<file path="src/rtl/board_step_ctrl.sv">
// Board single-step / free-run controller for a soft CPU.
// Push-buttons are synchronised and debounced. A small FSM turns key presses,
// the load switch and a run-rate divider into CPU clock-enable and PC-load strobes.

// One push-button: 2-flop synchroniser, consecutive-cycle debouncer, press pulse.
module board_key_deb #(
  parameter int DEB_CYCLES = 16
) (
  input  logic i_clk,
  input  logic i_rst_n,
  input  logic i_key_n,
  output logic o_level,
  output logic o_press
);
  localparam int DBW = (DEB_CYCLES > 1) ? $clog2(DEB_CYCLES) : 1;
  localparam logic [DBW-1:0] DEB_LAST = DBW'(DEB_CYCLES - 1);

  logic           r_s1, r_s2, r_lvl, r_lvl_d, r_press;
  logic [DBW-1:0] r_cnt;
  logic           w_pressed;

  assign w_pressed = ~r_s2;

  // Synchroniser resets to the released (high) raw level.
  always_ff @(posedge i_clk or negedge i_rst_n) begin
    if (!i_rst_n) begin
      r_s1 <= 1'b1;
      r_s2 <= 1'b1;
    end else begin
      r_s1 <= i_key_n;
      r_s2 <= r_s1;
    end
  end

  // Accept a new level only after DEB_CYCLES consecutive differing cycles.
  always_ff @(posedge i_clk or negedge i_rst_n) begin
    if (!i_rst_n) begin
      r_lvl <= 1'b0;
      r_cnt <= '0;
    end else if (w_pressed != r_lvl) begin
      if (r_cnt == DEB_LAST) begin
        r_lvl <= ~r_lvl;
        r_cnt <= '0;
      end else begin
        r_cnt <= r_cnt + 1'b1;
      end
    end else begin
      r_cnt <= '0;
    end
  end

  // Press pulse appears the cycle after the level rises; releases are silent.
  always_ff @(posedge i_clk or negedge i_rst_n) begin
    if (!i_rst_n) begin
      r_lvl_d <= 1'b0;
      r_press <= 1'b0;
    end else begin
      r_lvl_d <= r_lvl;
      r_press <= r_lvl & ~r_lvl_d;
    end
  end

  assign o_level = r_lvl;
  assign o_press = r_press;
endmodule

module board_step_ctrl #(
  parameter int N_KEYS     = 4,
  parameter int DEB_CYCLES = 16,
  parameter int DIV_W      = 26,
  parameter int CNT_W      = 16
) (
  input  logic              SYS_clk,
  input  logic              SYS_rst,
  input  logic [N_KEYS-1:0] keys_n,
  input  logic [DIV_W-1:0]  run_div,
  input  logic              load_req,
  output logic              cpu_ce,
  output logic              pc_load,
  output logic [N_KEYS-1:0] key_level,
  output logic [N_KEYS-1:0] key_press,
  output logic              run_mode,
  output logic [CNT_W-1:0]  step_cnt
);
  typedef enum logic [1:0] {ST_STEP, ST_RUN, ST_LOAD} state_t;

  state_t             r_state, w_state_nxt;
  logic               r_ld_s1, r_ld_s2, r_ld_d;
  logic               r_step_ce, w_step_ce_nxt;
  logic [DIV_W-1:0]   r_div, w_div_nxt;
  logic [CNT_W-1:0]   r_cnt;
  logic               w_ld_rise, w_div_hit, w_ce, w_pcl;

  // Per-key debouncers.
  for (genvar g = 0; g < N_KEYS; g++) begin : g_key
    board_key_deb #(.DEB_CYCLES(DEB_CYCLES)) u_deb (
      .i_clk   (SYS_clk),
      .i_rst_n (SYS_rst),
      .i_key_n (keys_n[g]),
      .o_level (key_level[g]),
      .o_press (key_press[g])
    );
  end

  // Load switch: synchronise, then keep one more stage for rising-edge detect.
  always_ff @(posedge SYS_clk or negedge SYS_rst) begin
    if (!SYS_rst) begin
      r_ld_s1 <= 1'b0;
      r_ld_s2 <= 1'b0;
      r_ld_d  <= 1'b0;
    end else begin
      r_ld_s1 <= load_req;
      r_ld_s2 <= r_ld_s1;
      r_ld_d  <= r_ld_s2;
    end
  end

  assign w_ld_rise = r_ld_s2 & ~r_ld_d;
  // >= rather than == so a run_div lowered below the count wraps at once.
  assign w_div_hit = (r_div >= run_div);

  // State, divider and pending single-step enable registers.
  always_ff @(posedge SYS_clk or negedge SYS_rst) begin
    if (!SYS_rst) begin
      r_state   <= ST_STEP;
      r_div     <= '0;
      r_step_ce <= 1'b0;
    end else begin
      r_state   <= w_state_nxt;
      r_div     <= w_div_nxt;
      r_step_ce <= w_step_ce_nxt;
    end
  end

  // Next state and strobes; load edge beats key presses, mode key beats step key.
  always_comb begin
    w_state_nxt   = r_state;
    w_div_nxt     = '0;
    w_step_ce_nxt = 1'b0;
    w_ce          = 1'b0;
    w_pcl         = 1'b0;
    case (r_state)
      ST_STEP: begin
        w_ce = r_step_ce;
        if (w_ld_rise)         w_state_nxt = ST_LOAD;
        else if (key_press[1]) w_state_nxt = ST_RUN;
        else if (key_press[0]) w_step_ce_nxt = 1'b1;
      end
      ST_RUN: begin
        if (w_ld_rise)         w_state_nxt = ST_LOAD;
        else if (key_press[1]) w_state_nxt = ST_STEP;
        else begin
          w_ce      = w_div_hit;
          w_div_nxt = w_div_hit ? '0 : r_div + DIV_W'(1);
        end
      end
      ST_LOAD: begin
        w_pcl       = 1'b1;
        w_state_nxt = ST_STEP;
      end
      default: w_state_nxt = ST_STEP;
    endcase
  end

  // Executed-step counter, cleared by a PC load.
  always_ff @(posedge SYS_clk or negedge SYS_rst) begin
    if (!SYS_rst)  r_cnt <= '0;
    else if (w_pcl) r_cnt <= '0;
    else if (w_ce)  r_cnt <= r_cnt + 1'b1;
  end

  assign cpu_ce   = w_ce;
  assign pc_load  = w_pcl;
  assign run_mode = (r_state == ST_RUN);
  assign step_cnt = r_cnt;
endmodule

</file>
<file path="config.mk">
export PLATFORM = sky130hd
export DESIGN_NAME = board_step_ctrl
export DESIGN_NICKNAME = d
export VERILOG_FILES = /design/src/rtl/board_step_ctrl.sv
export SDC_FILE = /design/constraint.sdc
export NUM_CORES = 1
export LEC_CHECK = 0
export BUFFER_PORTS_ARGS = -buffer_cell sky130_fd_sc_hd__buf_2
export CORE_MARGIN = 2
export CORE_UTILIZATION = 25
export DETAILED_ROUTE_END_ITERATION = 8
export PLACE_DENSITY_LB_ADDON = 0.3
export SLEW_MARGIN = 40
export SYNTH_ARGS = -nofsm -noshare
export SYNTH_HDL_FRONTEND = slang
export SYNTH_SLANG_ARGS = --single-unit
</file>
<file path="constraint.sdc">
create_clock -name SYS_clk -period 2.2 [get_ports SYS_clk]
set_input_delay 0.22 -clock SYS_clk [delete_from_list [all_inputs] [get_ports SYS_clk]]
set_output_delay 0.22 -clock SYS_clk [all_outputs]
set_load 0.005 [all_outputs]
</file>
; ---- Yosys cells after proc, flatten, opt, wreduce, memory -nomap -nowiden
; Index checks and enable logic that the tools add are counted.
[classes]
add_sub_neg = 6
magnitude_cmp = 1
n_eq_ne = 12
mux = 27
bitwise = 18
reduce_logical = 7
[op_table]
columns = cell, count
row1 = $mux 26, 4
row2 = $mux 16, 2
row3 = $mux 4, 8
row4 = $add 26x1->26 const B, 1
row5 = $ge 26x26->1, 1
row6 = $add 16x1->16 const B, 1
row7 = $add 4x1->4 const B, 4
row8 = $eq 4x4->1 const B, 4
row9 = $not 1->1, 13
row10 = $reduce_and 2->1, 5
row11 = $mux 2, 4
row12 = $mux 1, 7
row13 = $and 1x1->1, 5
row14 = $ne 1x1->1, 4
row15 = $pmux 2 s2, 1
row16 = $ne 3x1->1 const B, 1
row17 = $ne 3x2->1 const B, 1
row18 = $eq 2x1->1 const B, 1
row19 = $eq 2x2->1 const B, 1
row20 = $logic_not 2->1, 1
row21 = $pmux 1 s2, 1
row22 = $reduce_bool 2->1, 1
[totals]
ff_bits = 84
output_inout_bits = 27
word_cells = 102

; ---- Depth between registers and ports, before layout
; Gate-level depths: netlist (run 1).
[logic_depth]
ltp_word = 6
ltp_mapped = 10

; ---- By module
; Synthesis (run 1) repeated with hierarchy kept, for this count alone.
[unflattened]
cells_unflattened = 413
area_unflattened_um2 = 4204.0
[modules_own_cells]
columns = mod, n_inst, cells_per_inst, area_per_inst_um2, seq_area_each_um2
row1 = board_step_ctrl, 1, 321, 2917.8, 1201.2
row2 = board_key_deb, 4, 23, 321.6, 227.7

; ---- Least setup slack after synthesis (run 1)
; OpenSTA, ideal clock, no wires.
[synth_path]
path_kind = reg2reg
from = reg r_div[3]
to = reg r_div[14]
setup_ns = 0.069
arrival_ns = 2.201
required_ns = 2.131
path_slack_ns = -0.070
path_stages_with_launch = 10
path_buffers = 2
period_less_slack_ns = 2.270
cell_sequence = dfrtp_1 ha_1 a211o_1 a21oi_2 o21ai_1 a211o_1 a211o_1 buf_6 buf_12 nor2_4
[synth_between]
elab_chain_cells = 5
word_cells_on_any_way = 6
classes_between = add/sub (1) / order compare (1) / mux (4)
[synth_rtl]
columns = element, line
row1 = start: declaration, 90  ; logic [DIV_W-1:0] r_div, w_div_nxt;
row2 = start signal: assignment, 130  ; r_div <= w_div_nxt;
row3 = $add 26x1->26 or $ge 26x26->1 (tied branches), "154, 120"
row4 = $mux 26 *, 154  ; w_div_nxt = w_div_hit ? '0 : r_div + DIV_W'(1);
row5 = $mux 26 *, 151  ; else if (key_press[1]) w_state_nxt = ST_STEP;
row6 = $mux 26 *, 150  ; if (w_ld_rise) w_state_nxt = ST_LOAD;
row7 = $mux 26 *, 142  ; case (r_state)
row8 = net w_div_nxt[14], 90
; The timed path passes the listed nets; every way through them passes the cells marked *.
; A chain may end at the register's enable or synchronous reset.

; ---- Final worst setup path (run 1)
[layout_path]
from = reg r_div[15]
to = out cpu_ce
[layout_between]
elab_chain_cells = 4
[layout_rtl]
columns = element, line
row1 = $ge 26x26->1, 120  ; assign w_div_hit = (r_div >= run_div);
row2 = $mux 1, 151
row3 = $mux 1, 150
row4 = $pmux 1 s2, 142
row5 = end: declaration, 78  ; output logic cpu_ce,
; No other way between the ends.

==> summary.md, run 1 <==
| Metric | Value |
|---|---|
| Die width | `139.4 µm` |
| Peak VDD IR | `0.3953 mV` |
| Die height | `139.4 µm` |
| Endpoints failing setup | `37` |
| Largest cells by area after synthesis | `dfrtp_1, ha_1, dfstp_2, nor2_4, xor2_1` |
| Row count | `49` |
| Setup TNS | `-4.207 ns` |
| Unique masters post-synth | `44` |
| Final core utilization | `34.16%` |
| Crit Path Category | `reg -> out` |
| Tot GR Track Use | `11.24%` |
| P&R area growth vs syn | `33.87%` |
| R2R cell count | `9` |
| DR iter-0 viols | `157` |
| Routed Antenna Nets | `0` |
| Power density over the cells | `579.0 nW/µm²` |
| Crit-path slowest cell | `dfrtp_1` |
| Status | `finished with violations` |
| DR vias | `3548` |
| Top Ports | `60` |
| Initial antenna violation count | `0` |
| Hold_sp | `g_key[1].u_deb.r_s1` |
| Core Box Area | `17960 µm²` |
| Violated checks | `negative setup slack` |
| Slew margin rel. | `63.49%` |
| Syn. warnings | `0` |
| Clock transition at path regs | `0.06 ns` |
| Num CTS Buffers | `9` |
| Critical path, cell by cell | `ha_1 > a21oi_1 > o21ai_1 > a221oi_2 > buf_4 > nand3_1 > o21ai_1 > buf_4 > inv_2 > buf_6` |
| Final setup margin | `-0.2458 ns` |
| DR vias/cell | `4.497` |
| DP HPWL | `7.237 mm` |
| Inserted Diodes | `0` |
| LEAKAGE | `2.892 nW` |
| CP max FO | `5` |
| Clock Path Buffers | `2` |
| Max-cap violations | `0` |
| Synth async-reset ratio | `100.0%` |
| Avg WL per Cell | `13.24 µm` |
| Yosys top cell by area | `dfrtp_1` |
| Hold/Removal Path Class | `reg -> reg` |
| Seq cells post-synth | `84` |
| Layout Skew | `0.006793 ns` |
| CP peak stage delay | `0.39 ns` |
| WL final | `10.45 mm` |
| Top-area cell type share of the netlist area | `41.48%` |
| RePlAce Congestion | `0.7808` |
| Worst reg2reg setup slack | `-0.18 ns` |
| Hold path cells | `0` |
| DP Cell Count | `753` |
| Synthesized area | `4584 µm²` |
| Clock root cell | `clkbuf_16` |
| Final #Nets | `620` |
| Total grt overflow | `0` |
| EDFF count, synth | `0` |
| Syn Inst Count | `450` |
| CTS tree | `yes` |
| Design Area, Final | `6137 µm²` |
| Syn_area_per_cell | `10.19 µm²` |
| Unrepaired setup endpoints after global routing | `true` |
| Reg2reg start | `r_div[3]` |
| Largest net degree at the start of global routing | `39` |
| CP arrival | `2.23 ns` |
| Area of the die | `19440 µm²` |
| Layout cells sized above 1 | `31.79%` |
| Worst endpoint required time | `1.98 ns` |
| Final period util | `111.2%` |
| Final Slew Violations | `0` |
| Post-DP Area | `5296 µm²` |
| Worst setup EP type | `output port` |
| Fmax | `0.4089 GHz` |
| Worst path bufs/invs | `4` |
| Input/output buffers | `59` |
| Remaining DRCs | `0` |
| Startpoint Class | `register` |
| First-pass GRT wire length | `17.64 mm` |
| Syn_nets | `515` |
| Htree depth | `3` |
| Vias in the first global route | `3602` |
| Router iterations before antenna repair | `4` |
| Final Hold Vio Count | `0` |
| Min Clock Period, post-route | `2.446 ns` |
| Worst Tran Pin Value | `0.5477 ns` |
| CP delay by family, top | `compound AO/OA/AOI/OAI gates` |
| Post-synthesis sequential area ratio | `46.07%` |
| Ys flop type | `dfrtp_1` |
| Reg2reg end | `r_div[22]` |
| Worst skew pair latency | `0.34 ns` |
| Non-Filler Instances | `789` |
| Clock Sinks | `84` |
| Hold Path End | `g_key[1].u_deb.r_s2` |
| Initial Util | `25.52%` |
## cell families after synthesis
| family | share of synthesized area, % |
|---|---|
| and+or+nand+nor | 20.47 |
| DFF | 46.07 |
| AOI/OAI and AO/OA | 9.444 |
| buffers and inverters | 6.632 |
| xor gates and xnor gates | 6.687 |
| adders and majority gates | 8.734 |
| muxes | 1.965 |
## synth_stat cells, types with 2 or more instances
library cell  instances
clkbuf_1              4
nor2_4               18
nor2b_1               9
a31oi_1               3
nor3_1                5
mux2i_1               9
dfrtp_1              76
o21ai_1               2
inv_1                46
nand3_1              21
a211oi_1              2
nor2_2                2
nor2_1               30
nand4b_1              4
a21oi_1              20
a211o_1               3
xnor2_1              15
nand2b_1              6
nor3b_1               4
xor2_1               20
and4_1                2
nand2_1              27
buf_4                 8
ha_1                 32
o221ai_1              6
o211ai_1              7
dfstp_2               8
o21ai_0              17
and3_1               13
and2_1                4
buf_12                2
nand4_1              13
## per-layer routing
| metal | part of all wire [%] | routed length (µm) | GRT usage, % |
|---|---|---|---|
| met2 | 46 | 4789 | 17.62 |
| met1 | 48 | 5001 | 14.70 |
| met5 | 0 | 0 | 0 |
| met4 | 2.6 | 274 | 4.572 |
| met3 | 3.6 | 380 | 3.097 |
## where the power goes
group / internal (W) / switching [W] / total, W
registers: 0.00158 / 0.0000246 / 0.00160
clock network: 0.00112 / 0.000645 / 0.00176
logic: 0.0000809 / 0.000106 / 0.000187
total: 0.00278 / 0.000776 / 0.00355
## stage by stage
step                power (W)  worst slack [ns]  hold slack [ns]
floorplan            0.001708         0.0003619         -0.07559
global placement     0.001792          -0.08666           0.2423
detailed placement   0.001804           -0.1194           0.2449
CTS                  0.003618           -0.2963           0.3569
global route         0.003722           -0.3977           0.3643
finish               0.003553           -0.2458           0.3563
## worst register-to-register path, delay by kind of cell, from the launching register on
kind            cells  cell delay (ns)
compound gates      5             1.23
flops               1             0.41
buf+inv             2             0.35
fa+ha+maj           1             0.23
simple gates        1             0.10
## what timing repair did
item / 4_1_cts / 5_1_grt
pin swaps: 12 / 39
cloned: 3 / 1
setup buffers: 4 / 8
hold buffers: 6 / 0
endpoints found under the hold margin: 41 / 0
resized for setup: 21 / 35
endpoints found under the setup margin: 42 / 43
## cells in the final DEF (no fill, tap or decap), types with 7 or more instances in the layout
cell       Yosys  final
inv_1         46     45
o21ai_0       17      8
nor2_4        18     26
nand2_1       27     27
mux2i_1        9      9
nor2_1        30     23
o211ai_1       7      7
nand3_1       21     21
a21oi_1       20     18
buf_2          1     57
nor2b_1        9      9
o21ai_1        2     10
ha_1          32     26
dfstp_2        8      8
buf_4          8     37
and3_1        13     13
xnor2_1       15     15
clkbuf_16      0     10
dfrtp_1       76     76
xor2_1        20     20
nand4_1       13     13
## layout make-up
class	count	area, µm²
tap	229	286.5
clock inverter	7	123.9
timing repair buffer	110	824.5
multi-input combinational	304	2392
sequential	84	2112
clock buffer	9	225.2
fill	1824	11830
inverter	46	172.7
## sequential cells by signal, summed over array words and instances (netlist names), 2 cells and up
name / count
r_div: 26
g_key.u_deb.o_press: 4
g_key.u_deb.r_cnt: 16
g_key.u_deb.r_s1: 4
r_state: 2
step_cnt: 16
g_key.u_deb.r_lvl_d: 4
g_key.u_deb.o_level: 4
g_key.u_deb.r_s2: 4
## how the worst max path moves through the flow
stage               cells past startpoint        end  slack (ns)       from
floorplan                               9  r_div[14]      0.0004   r_div[3]
global placement                        8   r_div[2]       -0.09   r_div[3]
detailed placement                      8   r_div[4]       -0.12   r_div[3]
CTS                                     9     cpu_ce       -0.30   r_div[3]
global route                           10     cpu_ce       -0.40  r_div[21]
finish                                 10     cpu_ce       -0.25  r_div[15]
(Power assumes the default switching activity.)
==> inputs of run 2 (changes only) <==
Settings changed: SKIP_LAST_GASP set to 1.
==> run 2 against run 1 <==
The flow still finishes with violations (negative setup slack); fmax down 1.2%; power about the same; critical path depth unchanged; register-to-register slack about the same; clock-buffer cell count unchanged; core utilization about the same; sequential cell count unchanged; cell count up 0.13%; clock skew about the same; worst hold slack unchanged; worst setup slack worse by 0.031 ns; largest power group unchanged.
==> summary.md, run 2 (synthesis results as in run 1) <==
| Metric | Value |
|---|---|
| DR vias | `3550` |
| Final setup margin | `-0.2764 ns` |
| Final period util | `112.6%` |
| Initial Util | `25.52%` |
| Violated checks | `negative setup slack` |
| FILL cells | `1827` |
| CTS tree | `yes` |
| DP HPWL | `7.237 mm` |
| Routed Antenna Nets | `0` |
| Input/output buffers | `59` |
| Num CTS Buffers | `9` |
| Layout Skew | `0.006894 ns` |
| Unrepaired setup endpoints after global routing | `true` |
| CP peak stage delay | `0.39 ns` |
| DR iter-0 viols | `143` |
| Worst skew pair latency | `0.34 ns` |
| DR vias/cell | `4.494` |
| Htree depth | `3` |
| Hold/Removal Path Class | `reg -> reg` |
| Met3 routed WL | `380 µm` |
| Area of the die | `19440 µm²` |
| LEAKAGE | `2.899 nW` |
| Total grt overflow | `0` |
| Final Slew Violations | `0` |
| Worst Tran Pin Value | `0.5473 ns` |
| Final Hold Vio Count | `0` |
| Remaining DRCs | `0` |
| Core Box Area | `17960 µm²` |
| Clock Sinks | `84` |
| Top Ports | `60` |
| Tot GR Track Use | `11.24%` |
| Launch point of the worst path | `r_div[15]` |
| Endpoints failing setup | `37` |
| CP max FO | `5` |
| Hold_sp | `g_key[1].u_deb.r_s1` |
| Worst endpoint required time | `1.98 ns` |
| Die width | `139.4 µm` |
| WL final | `10.51 mm` |
| P&R area growth vs syn | `33.90%` |
| Metal2 WL | `4.827 mm` |
| Final #Nets | `621` |
| Layout cells sized above 1 | `31.73%` |
| First-pass GRT wire length | `17.64 mm` |
| RePlAce Congestion | `0.7808` |
| Wl on met1 | `5.024 mm` |
| Inserted Diodes | `0` |
| Top sig layer | `met4` |
| Row count | `49` |
| Clock root cell | `clkbuf_16` |
| Worst slack at placement | `-0.1194 ns` |
| Vias in the first global route | `3602` |
| Largest net degree at the start of global routing | `39` |
| Router iterations before antenna repair | `4` |
| Peak VDD IR | `0.3953 mV` |
| Largest register FFs | `26` |
| Clock transition at path regs | `0.06 ns` |
| Startpoint Class | `register` |
| Status | `finished with violations` |
| Reg2reg start | `r_div[3]` |
| Avg WL per Cell | `13.30 µm` |
| Initial antenna violation count | `0` |
| Final core utilization | `34.17%` |
| Worst setup EP type | `output port` |
| Crit-path slowest cell | `dfrtp_1` |
| Commonest non-fill, non-tap cell in the layout | `dfrtp_1` |
| Max-cap violations | `0` |
| Die height | `139.4 µm` |
| Largest Register | `r_div` |
| Crit Path Category | `reg -> out` |
| Min Clock Period, post-route | `2.476 ns` |
| Fmax | `0.4038 GHz` |
| CP arrival | `2.26 ns` |
| Commonest cells after routing, fill and taps aside | `dfrtp_1, buf_2, inv_1` |
| Clock Path Buffers | `2` |
| Power density over the cells | `579.0 nW/µm²` |
| Critical path, cell by cell | `ha_1 > a21oi_1 > o21ai_1 > a221oi_2 > buf_4 > nand3_1 > o21ai_1 > buf_4 > inv_1 > buf_2` |
| Slew margin rel. | `63.51%` |
-- run 2: layout make-up --
class / count / area [µm²] / area share (%)
flip-flops and latches: 84 / 2112 / 34.41
well taps: 229 / 286.5 / 4.668
clock buffers: 9 / 225.2 / 3.669
clock inverters: 7 / 123.9 / 2.018
inverters: 46 / 172.7 / 2.813
multi-input cells: 304 / 2392 / 38.97
repair buffers: 111 / 825.8 / 13.45
-- run 2: layer usage --
metal  vias to the layer above  global-route usage (%)
met1                      1719                   14.70
met2                        57                   17.62
met5                         -                       0
li1                       1754                       -
met3                        20                   3.097
met4                         0                   4.572
-- run 2: per-stage QoR --
stage	hold slack [ns]	instances	total power (W)	setup TNS, ns	area (µm²)
finish	0.3563	790	0.003554	-4.175	6138
global route	0.3643	790	0.003722	-7.983	6138
CTS	0.3569	782	0.003618	-5.827	5888
detailed placement	0.2449	753	0.001804	-3.173	5296
global placement	0.2423	753	0.001792	-2.318	5296
floorplan	-0.07559	450	0.001708	0	4584
-- run 2: what timing repair did --
action	4_1_cts	5_1_grt
endpoints found under the hold margin	41	0
gates cloned	3	1
buffers inserted	4	9
pin swaps	12	39
resized for setup	19	35
hold buffers	6	0
setup endpoints to repair	42	43
-- run 2: report_power, final --
group	leakage [nW]	switching (W)	total, W	internal, W
sequential	1.13	0.0000246	0.00160	0.00158
combinational	1.60	0.000106	0.000187	0.0000809
clock	0.166	0.000646	0.00176	0.00112
-- run 2: worst max-delay path, delay by kind of cell (launching register included) --
kind | cells | cell delay (ns)
AOI/OAI and AO/OA | 4 | 0.68
buffers and inverters | 4 | 0.46
DFF | 1 | 0.39
adders and majority gates | 1 | 0.29
and+or+nand+nor | 1 | 0.08
-- run 2: path summary, 6_finish.rpt --
check | slack, ns | to | depth (start not counted)
max | -0.28 | cpu_ce | 10
max reg2reg | -0.17 | r_div[22] | 9
min | 0.36 | g_key[1].u_deb.r_s2 | 0
min reg2reg | 0.36 | g_key[1].u_deb.r_s2 | 0
min in group asynchronous | 0.39 | r_div[19] | 2
max in group asynchronous | 1.16 | g_key[2].u_deb.r_s1 | 3
